<file path="src/rtl/reservation_station_if.sv">
// Dispatch, CDB snoop and issue signals between decode/rename, the reservation
// station and the execute stage. master = surrounding pipeline, slave = station.
interface reservation_station_if #(
  parameter int TAG_W = 4
);
  logic             flush;
  logic             disp_valid;
  logic             disp_ready;
  logic [2:0]       disp_unit;
  logic [9:0]       disp_op;
  logic [31:0]      disp_pc_plus4;
  logic [31:0]      disp_vj;
  logic [31:0]      disp_vk;
  logic [TAG_W-1:0] disp_qj;
  logic [TAG_W-1:0] disp_qk;
  logic             disp_qj_busy;
  logic             disp_qk_busy;
  logic [TAG_W-1:0] disp_tag;
  logic             cdb_valid;
  logic [TAG_W-1:0] cdb_tag;
  logic [31:0]      cdb_value;
  logic             issue_valid;
  logic             issue_ready;
  logic [2:0]       issue_unit;
  logic [9:0]       issue_op;
  logic [31:0]      issue_pc_plus4;
  logic [31:0]      issue_vj;
  logic [31:0]      issue_vk;
  logic [TAG_W-1:0] issue_tag;

  modport master (
    output flush, disp_valid, disp_unit, disp_op, disp_pc_plus4, disp_vj, disp_vk,
           disp_qj, disp_qk, disp_qj_busy, disp_qk_busy, disp_tag,
           cdb_valid, cdb_tag, cdb_value, issue_ready,
    input  disp_ready, issue_valid, issue_unit, issue_op, issue_pc_plus4,
           issue_vj, issue_vk, issue_tag
  );

  modport slave (
    input  flush, disp_valid, disp_unit, disp_op, disp_pc_plus4, disp_vj, disp_vk,
           disp_qj, disp_qk, disp_qj_busy, disp_qk_busy, disp_tag,
           cdb_valid, cdb_tag, cdb_value, issue_ready,
    output disp_ready, issue_valid, issue_unit, issue_op, issue_pc_plus4,
           issue_vj, issue_vk, issue_tag
  );
endinterface

</file>
<file path="src/rtl/reservation_station.sv">
// Collapsing-queue reservation station: captures operands from the CDB and
// issues the oldest fully-ready entry to execute; flush empties it.
module reservation_station #(
  parameter int DEPTH = 4,
  parameter int TAG_W = 4
) (
  input  logic                 clk,
  input  logic                 rst_n,
  reservation_station_if.slave bus
);
  localparam int CW = $clog2(DEPTH + 1);
  localparam int IW = (DEPTH > 1) ? $clog2(DEPTH) : 1;

  typedef struct packed {
    logic [2:0]       unit;
    logic [9:0]       op;
    logic [31:0]      pc_plus4;
    logic [31:0]      vj;
    logic [31:0]      vk;
    logic [TAG_W-1:0] qj;
    logic [TAG_W-1:0] qk;
    logic             qj_busy;
    logic             qk_busy;
    logic [TAG_W-1:0] tag;
  } entry_t;

  entry_t        r_slot [DEPTH];
  logic [CW-1:0] r_count;

  entry_t        w_next [DEPTH];
  entry_t        w_disp_entry;
  entry_t        w_sel_entry;
  logic [IW-1:0] w_sel;
  logic          w_found;
  logic          w_issue_valid;
  logic          w_issue_fire;
  logic          w_disp_fire;
  logic [CW-1:0] w_wr_idx;

  // Same rule serves both registered-entry wakeup and the dispatch bypass.
  function automatic entry_t snoop(input entry_t e, input logic v,
                                   input logic [TAG_W-1:0] t, input logic [31:0] val);
    entry_t r;
    r = e;
    if (v && e.qj_busy && e.qj == t) begin
      r.vj      = val;
      r.qj_busy = 1'b0;
    end
    if (v && e.qk_busy && e.qk == t) begin
      r.vk      = val;
      r.qk_busy = 1'b0;
    end
    return r;
  endfunction

  // NOTE: every always_comb output gets a default before any condition, so no latch is inferred.
  always_comb begin
    w_found = 1'b0;
    w_sel   = '0;
    for (int i = DEPTH - 1; i >= 0; i--) begin
      if (i < int'(r_count) && !r_slot[i].qj_busy && !r_slot[i].qk_busy) begin
        w_found = 1'b1;
        w_sel   = IW'(i);
      end
    end
  end

  assign w_sel_entry    = r_slot[w_sel];
  assign w_issue_valid  = w_found && !bus.flush;
  assign w_issue_fire   = w_issue_valid && bus.issue_ready;
  assign w_disp_fire    = bus.disp_valid && bus.disp_ready && !bus.flush;
  assign w_wr_idx       = w_issue_fire ? r_count - CW'(1) : r_count;

  assign bus.disp_ready     = (r_count < CW'(DEPTH));
  assign bus.issue_valid    = w_issue_valid;
  assign bus.issue_unit     = w_issue_valid ? w_sel_entry.unit     : '0;
  assign bus.issue_op       = w_issue_valid ? w_sel_entry.op       : '0;
  assign bus.issue_pc_plus4 = w_issue_valid ? w_sel_entry.pc_plus4 : '0;
  assign bus.issue_vj       = w_issue_valid ? w_sel_entry.vj       : '0;
  assign bus.issue_vk       = w_issue_valid ? w_sel_entry.vk       : '0;
  assign bus.issue_tag      = w_issue_valid ? w_sel_entry.tag      : '0;

  assign w_disp_entry = snoop(entry_t'{unit: bus.disp_unit, op: bus.disp_op,
                                       pc_plus4: bus.disp_pc_plus4,
                                       vj: bus.disp_vj, vk: bus.disp_vk,
                                       qj: bus.disp_qj, qk: bus.disp_qk,
                                       qj_busy: bus.disp_qj_busy,
                                       qk_busy: bus.disp_qk_busy,
                                       tag: bus.disp_tag},
                              bus.cdb_valid, bus.cdb_tag, bus.cdb_value);

  // Collapse above the issued slot, then wake, then drop the new entry at the tail.
  always_comb begin
    for (int i = 0; i < DEPTH; i++) begin
      w_next[i] = r_slot[i];
      if (w_issue_fire && i >= int'(w_sel) && i < DEPTH - 1)
        w_next[i] = r_slot[(i + 1) % DEPTH];
      w_next[i] = snoop(w_next[i], bus.cdb_valid, bus.cdb_tag, bus.cdb_value);
      if (w_disp_fire && i == int'(w_wr_idx))
        w_next[i] = w_disp_entry;
    end
  end

  // NOTE: sequential state uses non-blocking assignments so all registers update together at the edge.
  always_ff @(posedge clk or negedge rst_n) begin
    if (!rst_n)
      r_count <= '0;
    else if (bus.flush)
      r_count <= '0;
    else
      r_count <= r_count + CW'(w_disp_fire) - CW'(w_issue_fire);
  end

  // NOTE: payload storage has no reset; occupancy is defined by r_count alone.
  always_ff @(posedge clk) begin
    r_slot <= w_next;
  end
endmodule

</file>
<file path="src/flat_wrapper.sv">
// flat-port wrapper written by rule: the top's interface ports become plain ports
module reservation_station_flat 
#(
  parameter int DEPTH = 4,
  parameter int TAG_W = 4
)
  (clk, rst_n, bus_flush, bus_disp_valid, bus_disp_unit, bus_disp_op, bus_disp_pc_plus4, bus_disp_vj, bus_disp_vk, bus_disp_qj, bus_disp_qk, bus_disp_qj_busy, bus_disp_qk_busy, bus_disp_tag, bus_cdb_valid, bus_cdb_tag, bus_cdb_value, bus_issue_ready, bus_disp_ready, bus_issue_valid, bus_issue_unit, bus_issue_op, bus_issue_pc_plus4, bus_issue_vj, bus_issue_vk, bus_issue_tag);
  reservation_station_if #(.TAG_W(TAG_W)) bus_i ();
  input  logic clk;
  input  logic rst_n;
  input wire logic [$bits(bus_i.flush)-1:0] bus_flush;
  input wire logic [$bits(bus_i.disp_valid)-1:0] bus_disp_valid;
  input wire logic [$bits(bus_i.disp_unit)-1:0] bus_disp_unit;
  input wire logic [$bits(bus_i.disp_op)-1:0] bus_disp_op;
  input wire logic [$bits(bus_i.disp_pc_plus4)-1:0] bus_disp_pc_plus4;
  input wire logic [$bits(bus_i.disp_vj)-1:0] bus_disp_vj;
  input wire logic [$bits(bus_i.disp_vk)-1:0] bus_disp_vk;
  input wire logic [$bits(bus_i.disp_qj)-1:0] bus_disp_qj;
  input wire logic [$bits(bus_i.disp_qk)-1:0] bus_disp_qk;
  input wire logic [$bits(bus_i.disp_qj_busy)-1:0] bus_disp_qj_busy;
  input wire logic [$bits(bus_i.disp_qk_busy)-1:0] bus_disp_qk_busy;
  input wire logic [$bits(bus_i.disp_tag)-1:0] bus_disp_tag;
  input wire logic [$bits(bus_i.cdb_valid)-1:0] bus_cdb_valid;
  input wire logic [$bits(bus_i.cdb_tag)-1:0] bus_cdb_tag;
  input wire logic [$bits(bus_i.cdb_value)-1:0] bus_cdb_value;
  input wire logic [$bits(bus_i.issue_ready)-1:0] bus_issue_ready;
  output wire logic [$bits(bus_i.disp_ready)-1:0] bus_disp_ready;
  output wire logic [$bits(bus_i.issue_valid)-1:0] bus_issue_valid;
  output wire logic [$bits(bus_i.issue_unit)-1:0] bus_issue_unit;
  output wire logic [$bits(bus_i.issue_op)-1:0] bus_issue_op;
  output wire logic [$bits(bus_i.issue_pc_plus4)-1:0] bus_issue_pc_plus4;
  output wire logic [$bits(bus_i.issue_vj)-1:0] bus_issue_vj;
  output wire logic [$bits(bus_i.issue_vk)-1:0] bus_issue_vk;
  output wire logic [$bits(bus_i.issue_tag)-1:0] bus_issue_tag;
  assign bus_i.flush = bus_flush;
  assign bus_i.disp_valid = bus_disp_valid;
  assign bus_i.disp_unit = bus_disp_unit;
  assign bus_i.disp_op = bus_disp_op;
  assign bus_i.disp_pc_plus4 = bus_disp_pc_plus4;
  assign bus_i.disp_vj = bus_disp_vj;
  assign bus_i.disp_vk = bus_disp_vk;
  assign bus_i.disp_qj = bus_disp_qj;
  assign bus_i.disp_qk = bus_disp_qk;
  assign bus_i.disp_qj_busy = bus_disp_qj_busy;
  assign bus_i.disp_qk_busy = bus_disp_qk_busy;
  assign bus_i.disp_tag = bus_disp_tag;
  assign bus_i.cdb_valid = bus_cdb_valid;
  assign bus_i.cdb_tag = bus_cdb_tag;
  assign bus_i.cdb_value = bus_cdb_value;
  assign bus_i.issue_ready = bus_issue_ready;
  assign bus_disp_ready = bus_i.disp_ready;
  assign bus_issue_valid = bus_i.issue_valid;
  assign bus_issue_unit = bus_i.issue_unit;
  assign bus_issue_op = bus_i.issue_op;
  assign bus_issue_pc_plus4 = bus_i.issue_pc_plus4;
  assign bus_issue_vj = bus_i.issue_vj;
  assign bus_issue_vk = bus_i.issue_vk;
  assign bus_issue_tag = bus_i.issue_tag;
  reservation_station #(.DEPTH(DEPTH), .TAG_W(TAG_W)) u_core (.clk(clk), .rst_n(rst_n), .bus(bus_i));
endmodule
</file>
<file path="config.mk">
export PLATFORM = sky130hd
export DESIGN_NAME = reservation_station_flat
export DESIGN_NICKNAME = d
export VERILOG_FILES = /design/src/rtl/reservation_station_if.sv /design/src/rtl/reservation_station.sv /design/src/flat_wrapper.sv
export SDC_FILE = /design/constraint.sdc
export NUM_CORES = 1
export LEC_CHECK = 0
export BUFFER_PORTS_ARGS = -buffer_cell sky130_fd_sc_hd__buf_2
export CAP_MARGIN = 30
export CORE_MARGIN = 4
export CORE_UTILIZATION = 45
export CTS_BUF_LIST = sky130_fd_sc_hd__clkbuf_16
export CTS_CLUSTER_SIZE = 16
export DETAILED_ROUTE_END_ITERATION = 8
export SYNTH_ARGS = -nofsm -noshare
export SYNTH_HDL_FRONTEND = slang
export SYNTH_SLANG_ARGS = --single-unit
</file>
<file path="constraint.sdc">
create_clock -name clk -period 8 [get_ports clk]
set_input_delay 0.4 -clock clk [delete_from_list [all_inputs] [get_ports clk]]
set_output_delay 0.4 -clock clk [all_outputs]
set_load 0.01 [all_outputs]
</file>
==> summary.txt, run 1 <==
Critical path
  – WP data required: 8220 ps
  – Startpoint types: register
  – Critical-path maximum fanout: 67
  – CP Capture Type: register
  – Reg2Reg Setup Slack: 2520 ps
  – Crit path kind: reg -> reg
  – Critical path data arrival time: 5700 ps

Detailed routing
  – Drt pass-1 iters: 7
  – DR WL met2: 43.5 mm
  – Vias: 21900
  – Final WL: 91.2 mm
  – Post-route DRC: 0
  – WL met3: 7.92 mm
  – Highest routed layer: met5
  – Post-route ant nets: 0
  – First DRT Iteration DRCs: 2315
  – M1 wire length: 36.7 mm
  – DR WL/cell: 26.9 um
  – Routed vias/inst: 6.46

Synth
  – Synth Area in Compound Gates: 10.5%
  – Mean Syn Cell Area: 11.5 um2
  – Most used DFF post-synth: edfxtp_1
  – Simple-Gate Fraction of Synth Area: 19.7%
  – Synth async-reset ratio: 0.606%
  – Main combinational cell family by area after synthesis: simple AND/OR/NAND/NOR gates
  – Post-synthesis adder-cell area fraction: 0.386%
  – Mux cell area share after synthesis: 12.2%
  – Synth Instances: 2426
  – Number of synthesized flops with an enable pin: 462
  – Post-synth top area cell: edfxtp_1
  – Post-synth cell types: 76
  – Post-synthesis xor/xnor area fraction: 0.660%
  – Warnings, synthesis: 0
  – Sequential area share after synthesis: 52.2%
  – Area contributors post-synth: edfxtp_1, mux4_2, nand2_1
  – Post-Syn Nets: 2599
  – Post-synthesis register bit count: 495
  – Mapped Area: 27800 um2
  – Share of the synthesized area in the top cell type: 49.8%

Clock tree
  – CTS sink count: 495
  – CTS buffer count: 55
  – CTS tree: built
  – Number of setup buffers added after CTS: 0
  – CTS clock-pin slew for the worst setup and hold paths: 60 ps
  – CTS max path bufs: 3
  – Root Buffer: clkbuf_16
  – H-Tree Depth: 2
  – Clock latency on the worst-skew pair: 610 ps

Global routing
  – Vias in the first global route: 21900
  – Initial antenna violation count: 10
  – First-pass GRT wire length: 137 mm
  – Gr ovfl total: 0
  – Largest net degree at the start of global routing: 156
  – GRT Overall Usage: 26.6%

Timing
  – Period utilization: 68.5%
  – Crit path time final: 5480 ps
  – Post-route setup TNS: 0 ps
  – Least-Margin Pin Slew: 1070 ps
  – Fin. Hold Viols: 0
  – Worst rel slew slack: 28.4%
  – Fin. max-slew vios: 0
  – Setup violators final: 0
  – RSZ-0062 raised after global routing: false
  – Max Clk Rate: 183 MHz
  – Final Skew: 21.0 ps
  – Hold slack: 25.2 ps

Floorplan
  – Die X: 257 um
  – IO Count: 280
  – Die Height: 257 um
  – Initial core utilization: 45.8%
  – Die area: 65900 um2
  – Cell row count: 90
  – Core Region: 60800 um2

Pwr
  – Leakage power total: 11.7 nW
  – Pwr dens: 370 nW/um2
  – Worst VDD drop: 360 uV
  – Tot Pwr: 0.0117 W

Job
  – Total of max-cap violations: 0

Place
  – I/O Buffers: 279
  – GP Congestion: 0.895
  – Post-placement cell count: 3264
  – DP HPWL: 53.0 mm

Layout
  – Syn-to-layout area delta: 13.5%
  – Layout cells sized above 1: 24.0%
  – Final Net Count: 2727
  – Fillers: 5296
  – Non-Filler Instances: 3386

Min path
  – Worst min path class: in -> reg

Outcome
  – Outcome: finished clean
## cell families (layout without fill, tap and decap cells)
group / after synthesis / count (layout)
flops: 495 / 495
fa+ha+maj: 8 / 8
simple gates: 1021 / 1021
compound gates: 409 / 409
mux: 196 / 196
xor+xnor: 21 / 21
other cells: 0 / 5
buf+inv: 276 / 449
## cell usage after synthesis (6+ instances only)
master and instances:
xor2_1 10, o21ai_0 49, a31oi_1 12, clkbuf_1 153
o2111ai_1 7, nand3_1 112, a221o_1 64, nand2_1 329
dfxtp_1 30, buf_4 8, buf_2 65, or3b_1 56
and2_1 118, ha_1 7, and3_1 6, nor3_1 6
nor2_1 136, o21ai_1 18, nand4_1 136, mux4_2 113
xnor2_1 11, edfxtp_1 462, a21oi_1 90, o211ai_1 131
or3b_2 73, mux2i_1 79, nor2b_1 18, buf_1 26
buf_6 10, o22ai_1 6, inv_1 14
## state kept, by name, indices dropped and copies added, names as in the netlist
name and cells:
u_core.r_slot 492, u_core.r_count 3
## worst max-delay path, cell delays in order, from the launching register on
cell	delay, ps
dfrtp_1	420
inv_1	180
ha_1	260
nand2b_1	260
a32oi_2	690
a21oi_1	200
ha_1	430
inv_1	140
nor2_1	430
nand3_4	720
buf_4	630
nand2_4	700
## where the power goes
group / total, W / leakage [nW] / internal (W) / switching [W]
clock network: 0.00244 / 0.887 / 0.00136 / 0.00107
registers: 0.00418 / 4.60 / 0.00385 / 0.000336
logic: 0.00508 / 6.24 / 0.00198 / 0.00310
total: 0.0117 / 11.7 / 0.00719 / 0.00451
## through the flow
step / worst slack [ps] / util [%] / area [um2]
4_1_cts: 2540 / 52.0 / 31600
5_1_grt: 2140 / 52.0 / 31600
2_1_floorplan: 3290 / - / 27800
3_5_place_dp: 2580 / 48.9 / 29700
3_3_place_gp: 2720 / 48.5 / 29500
6_report: 2520 / 52.0 / 31600
## routing by layer
metal / up-vias / track usage (%)
met5: - / 0
met4: 8 / 9.09
met3: 174 / 4.68
met2: 1155 / 43.2
met1: 10900 / 36.6
li1: 9604 / -
## cells in the final DEF, fill, tap and decap left out, types with 5 or more instances in the layout
cell type and instances:
edfxtp_1 462, nand2_1 326, buf_2 279, nand4_1 136, nor2_1 133, o211ai_1 131, and2_1 118, mux4_2 113
nand3_1 106, a21oi_1 89, mux2i_1 79, or3b_2 73, a221o_1 64, or3b_1 56, clkbuf_16 56, o21ai_0 49
dfxtp_1 30, inv_1 28, buf_4 26, nor2b_1 18, o21ai_1 17, dlygate4sd3_1 15, clkinv_1 14, a31oi_1 12
xnor2_1 11, xor2_1 10, clkinv_2 10, ha_1 7, buf_16 7, nor3_1 6, o2111ai_1 6, o22ai_1 6
buf_12 6, diode_2 5
## final timing paths
kind | from | end | cells after the start
setup / recovery | u_core.r_count[1]$_DFF_PN0_ | u_core.r_slot[476]$_DFFE_PP_ | 11
hold / removal | bus_disp_pc_plus4[2] | u_core.r_slot[80]$_DFFE_PP_ | 1
setup reg to reg | u_core.r_count[1]$_DFF_PN0_ | u_core.r_slot[476]$_DFFE_PP_ | 11
hold reg to reg | u_core.r_slot[382]$_DFF_P_ | u_core.r_slot[382]$_DFF_P_ | 2
max in group asynchronous | rst_n | u_core.r_count[0]$_DFF_PN0_ | 2
min in group asynchronous | rst_n | u_core.r_count[2]$_DFF_PN0_ | 2
## timing repair
action                     CTS  global route
hold endpoints to repair    17             0
resized for setup            0             0
hold buffers                15             0
setup endpoints to repair    0             0
## layout make-up
| class | count | area [um2] | area share, % |
|---|---|---|---|
| diodes | 5 | 12.5 | 0.0396 |
| clock buffers | 56 | 1400 | 4.43 |
| clock inverters | 46 | 298 | 0.942 |
| inverters | 14 | 52.6 | 0.166 |
| multi-input cells | 1655 | 12300 | 38.8 |
| flip-flops and latches | 495 | 14500 | 46.0 |
| well taps | 782 | 978 | 3.10 |
| repair buffers | 333 | 2050 | 6.50 |
No activity file was read; power rests on OpenSTA's default activity.
==> inputs of run 2 (changes only) <==
--- a/config.mk
+++ b/config.mk
@@ -5,6 +5,7 @@
 export SDC_FILE = /design/constraint.sdc
 export NUM_CORES = 1
 export LEC_CHECK = 0
+export ABC_AREA = 1
 export BUFFER_PORTS_ARGS = -buffer_cell sky130_fd_sc_hd__buf_2
 export CAP_MARGIN = 30
 export CORE_MARGIN = 4
==> constraint.sdc (replaced) <==
create_clock -name clk -period 5.7 [get_ports clk]
set_input_delay 0.285 -clock clk [delete_from_list [all_inputs] [get_ports clk]]
set_output_delay 0.285 -clock clk [all_outputs]
set_load 0.01 [all_outputs]
==> run 2 against run 1 <==
Effect of this change: first-iteration DRC count grew 40%; clock-buffer cell count grew 3; clock power grew 45%; combinational power grew 81%; critical path type is now reg -> out; total power grew 61%; cell count grew 40%; critical path depth grew 3; clock skew grew 1.9 ps; wire length grew 21%; sequential share of layout area shrank 2.3 points; die area grew 3.9%; sequential cell count is the same.
==> summary.txt, run 2 <==
Pwr
  – Sequential fraction of design power: 32.6% (was 35.8%)
  – Internal Power: 0.00997 W (was 0.00719 W)
  – Switching share of power: 47.2% (was 38.5%)
  – Clock power share: 18.7% (was 20.8%)
  – Leakage power total: 14.5 nW (was 11.7 nW)
  – Pwr dens: 567 nW/um2 (was 370 nW/um2)
  – Switching power: 0.00890 W (was 0.00451 W)
  – Worst VDD drop: 492 uV (was 360 uV)
  – Logic pwr share: 48.7% (was 43.4%)

Layout
  – Commonest non-fill, non-tap cell in the layout: nand2_1 (was edfxtp_1)
  – Layout cells sized above 1: 12.8% (was 24.0%)
  – Post-route cell area: 33200 um2 (was 31600 um2)
  – Final Net Count: 4037 (was 2727)
  – Syn-to-layout area delta: 14.8% (was 13.5%)
  – Most frequent cells in the layout: nand2_1, nand3_1, edfxtp_1 (was edfxtp_1, nand2_1, buf_2)
  – Regs by FF count: u_core.r_slot x492, u_core.r_count x3 (unchanged)
  – Largest reg by FF count: u_core.r_slot (unchanged)
  – Diode count: 0 (was 5)
  – Max FFs per register: 492 (unchanged)

Outcome
  – Outcome: finished clean (unchanged)

Clock tree
  – CTS tree: built (unchanged)
  – CTS buffer count: 58 (was 55)
  – CTS resizes: 0 (unchanged)
  – CTS max path bufs: 3 (unchanged)
  – CTS sink count: 495 (unchanged)
  – Number of setup buffers added after CTS: 0 (unchanged)
  – Clock latency on the worst-skew pair: 640 ps (was 610 ps)
  – Root Buffer: clkbuf_16 (unchanged)
  – H-Tree Depth: 2 (unchanged)
  – CTS clock-pin slew for the worst setup and hold paths: 60 ps (about the same)

Timing
  – Post-route setup TNS: 0 ps (unchanged)
  – Period utilization: 84.4%
  – Fin. Hold Viols: 0 (unchanged)
  – Fin. max-slew vios: 0 (unchanged)
  – Final Skew: 22.9 ps (was 21.0 ps)
  – Setup violators final: 0 (unchanged)
  – Worst rel slew slack: 28.2% (was 28.4%)
  – Least-Margin Pin Slew: 1080 ps (was 1070 ps)
  – Max Clk Rate: 208 MHz
  – Crit path time final: 4810 ps
  – RSZ-0062 raised after global routing: false (unchanged)

Min path
  – Hold Path Depth: 3 (was 1)
  – Hold path startpoint: bus_cdb_value[10] (was bus_disp_pc_plus4[2])
  – Hold endpoint: u_core.r_slot[24]$_DFFE_PP_ (was u_core.r_slot[80]$_DFFE_PP_)
  – Worst min path class: in -> reg (unchanged)

Synth
  – Post-synthesis register bit count: 495 (unchanged)
  – Synth async-reset ratio: 0.606% (unchanged)
  – Mean Syn Cell Area: 7.87 um2 (was 11.5 um2)
  – Synth Instances: 3678 (was 2426)
  – Area contributors post-synth: edfxtp_1, nand2_1, nand3_1 (was edfxtp_1, mux4_2, nand2_1)
  – Number of synthesized flops with an enable pin: 462 (unchanged)
  – Post-synth top area cell: edfxtp_1 (unchanged)
  – Count leader, synth: nand2_1 (was edfxtp_1)
  – Post-Syn Nets: 3851 (was 2599)
  – Mapped Area: 29000 um2 (was 27800 um2)
  – Warnings, synthesis: 0 (unchanged)
  – Sequential area share after synthesis: 50.2% (was 52.2%)
  – Share of the synthesized area in the top cell type: 47.9% (was 49.8%)
  – Post-synth cell types: 44 (was 76)
  – Most used DFF post-synth: edfxtp_1 (unchanged)
  – Synth top cells by count: nand2_1, nand3_1, edfxtp_1 (was edfxtp_1, nand2_1, clkbuf_1)

Critical path
  – Most Frequent Cell on Critical Path: nand2_1
  – Crit path kind: reg -> out (was reg -> reg)
  – CP max stage delay: 640 ps (was 720 ps)
  – FF-to-FF Start: u_core.r_count[1]$_DFF_PN0_ (unchanged)
  – Startpoint types: register (unchanged)
  – Reg2Reg Setup Slack: 1100 ps (was 2520 ps)
  – Slowest cell on the critical path: buf_4 (was nand3_4)
  – Critical path data arrival time: 4530 ps (was 5700 ps)
  – Critical-path maximum fanout: 46 (was 67)
  – CP Capture Type: output pin (was register)
  – Reg-to-Reg End: u_core.r_slot[394]$_DFFE_PP_ (was u_core.r_slot[476]$_DFFE_PP_)
  – Worst reg2reg path depth: 15 (was 11)
  – WP data required: 5410 ps (was 8220 ps)
  – Critical Path, Cell by Cell: inv_1, ha_1, inv_2, nand3_4, nand2_1, nand2_1, nand2_4, nand2_4, inv_4, buf_4, buf_4, nand2_1, a31oi_1, buf_2 (was inv_1, ha_1, nand2b_1, a32oi_2, a21oi_1, ha_1, inv_1, nor2_1, nand3_4, buf_4, nand2_4)

Place
  – DP HPWL: 63.9 mm (was 53.0 mm)
  – I/O Buffers: 279 (unchanged)
  – Area after DPL: 30900 um2 (was 29700 um2)
  – GP Congestion: 0.890 (was 0.895)

Detailed routing
  – Drt pass-1 iters: 6 (was 7)
  – First DRT Iteration DRCs: 3237 (was 2315)
  – Routed vias/inst: 5.83 (was 6.46)
  – Post-route DRC: 0 (unchanged)
  – DR WL/cell: 23.2 um (was 26.9 um)
  – Post-route ant nets: 0 (unchanged)
  – Vias: 27700 (was 21900)
  – Final WL: 110 mm (was 91.2 mm)

Floorplan
  – Initial core utilization: 45.7% (was 45.8%)
  – Die area: 68500 um2 (was 65900 um2)
  – Die X: 262 um (was 257 um)
  – Die Height: 262 um (was 257 um)
  – Cell row count: 92 (was 90)
  – Core Region: 63400 um2 (was 60800 um2)
  – IO Count: 280 (unchanged)

Global routing
  – Gr ovfl total: 0 (unchanged)
  – Largest net degree at the start of global routing: 104 (was 156)
  – GRT Overall Usage: 31.0% (was 26.6%)
  – First-pass GRT wire length: 162 mm (was 137 mm)
  – Vias in the first global route: 26200 (was 21900)
  – Initial antenna violation count: 1 (was 10)

Job
  – Total of max-cap violations: 0 (unchanged)
==> run 2: cell count changes after synthesis, moves of 113 or more <==
cell	previous run	this run
mux4_2	113	0
nand2_1	329	1226
and2_1	118	0
o211ai_1	131	1
nand4_1	136	1
o21ai_0	49	338
inv_1	14	192
nand3_1	112	617
==> run 2: worst max-delay path by stage <==
stage	end	slack, ps	from
after floorplan	u_core.r_slot[14]$_DFFE_PP_	690	bus_cdb_tag[3]
after global placement	u_core.r_slot[481]$_DFFE_PP_	1250	u_core.r_count[1]$_DFF_PN0_
after detailed placement	u_core.r_slot[485]$_DFFE_PP_	1160	u_core.r_count[1]$_DFF_PN0_
after CTS	bus_issue_vj[2]	950	u_core.r_count[1]$_DFF_PN0_
after global routing	bus_issue_vk[22]	620	u_core.r_count[1]$_DFF_PN0_
final	bus_issue_vj[1]	890	u_core.r_count[1]$_DFF_PN0_
==> run 2: power groups by stage <==
stage	sequential, W	clock (W)	combinational [W]
floorplan	0.00611	0	0.00562
global placement	0.00618	0	0.00892
detailed placement	0.00620	0	0.00898
CTS	0.00613	0.00357	0.00903
global route	0.00625	0.00371	0.00991
finish	0.00615	0.00353	0.00919
==> run 2: metrics by stage <==
stage / setup slack [ps] / std cells / utilization (%) / hold slack (ps) / total power [W]
3_5_place_dp: 1160 / 4589 / 48.7 / 88.6 / 0.0152
4_1_cts: 948 / 4753 / 52.4 / 5.69 / 0.0187
3_3_place_gp: 1250 / 4589 / 48.7 / 86.5 / 0.0151
5_1_grt: 619 / 4754 / 52.4 / 25.6 / 0.0199
2_1_floorplan: 692 / 3678 / - / -10.6 / 0.0117
6_report: 888 / 4754 / 52.4 / 46.8 / 0.0189
==> run 2: logic make-up (layout without fill, tap and decap cells) <==
logic type | Yosys count | in the layout | synth area share, %
compound gates | 559 | 559 | 11.0
xor+xnor | 4 | 4 | 0.121
fa+ha+maj | 8 | 8 | 0.372
buf+inv | 488 | 718 | 7.07
flops | 495 | 495 | 50.2
simple gates | 2124 | 2124 | 31.2
==> run 2: per-layer routing <==
| layer | wire (um) | vias to the layer above | global-route usage (%) | part of all wire (%) |
|---|---|---|---|---|
| li1 | - | 12800 | - | - |
| met1 | 44500 | 13000 | 41.8 | 40 |
| met2 | 49600 | 1624 | 49.1 | 45 |
| met3 | 12300 | 218 | 7.50 | 11 |
| met4 | 3560 | 6 | 10.5 | 3.2 |
| met5 | 117 | - | 1.07 | 0.11 |
==> run 2: layout make-up <==
cell class | count | area, um2
Tap cell | 846 | 1060
Fill cell | 6194 | 30200
Clock buffer | 59 | 1480
Inverter | 207 | 788
Sequential cell | 495 | 14500
Timing Repair Buffer | 407 | 2620
Multi-Input combinational cell | 2695 | 12500
Clock inverter | 45 | 269
==> run 2: what timing repair did <==
action / in CTS / in global routing
setup endpoints to repair: 0 / 0
hold buffers: 60 / 0
endpoints found under the hold margin: 69 / 0
==> run 2: critical path: cells and delay by family, from the launching register on <==
family          cells  cell delay [ps]
flops               1              390
buf+inv             6             2090
simple gates        6              590
compound gates      1              510
fa+ha+maj           1              240
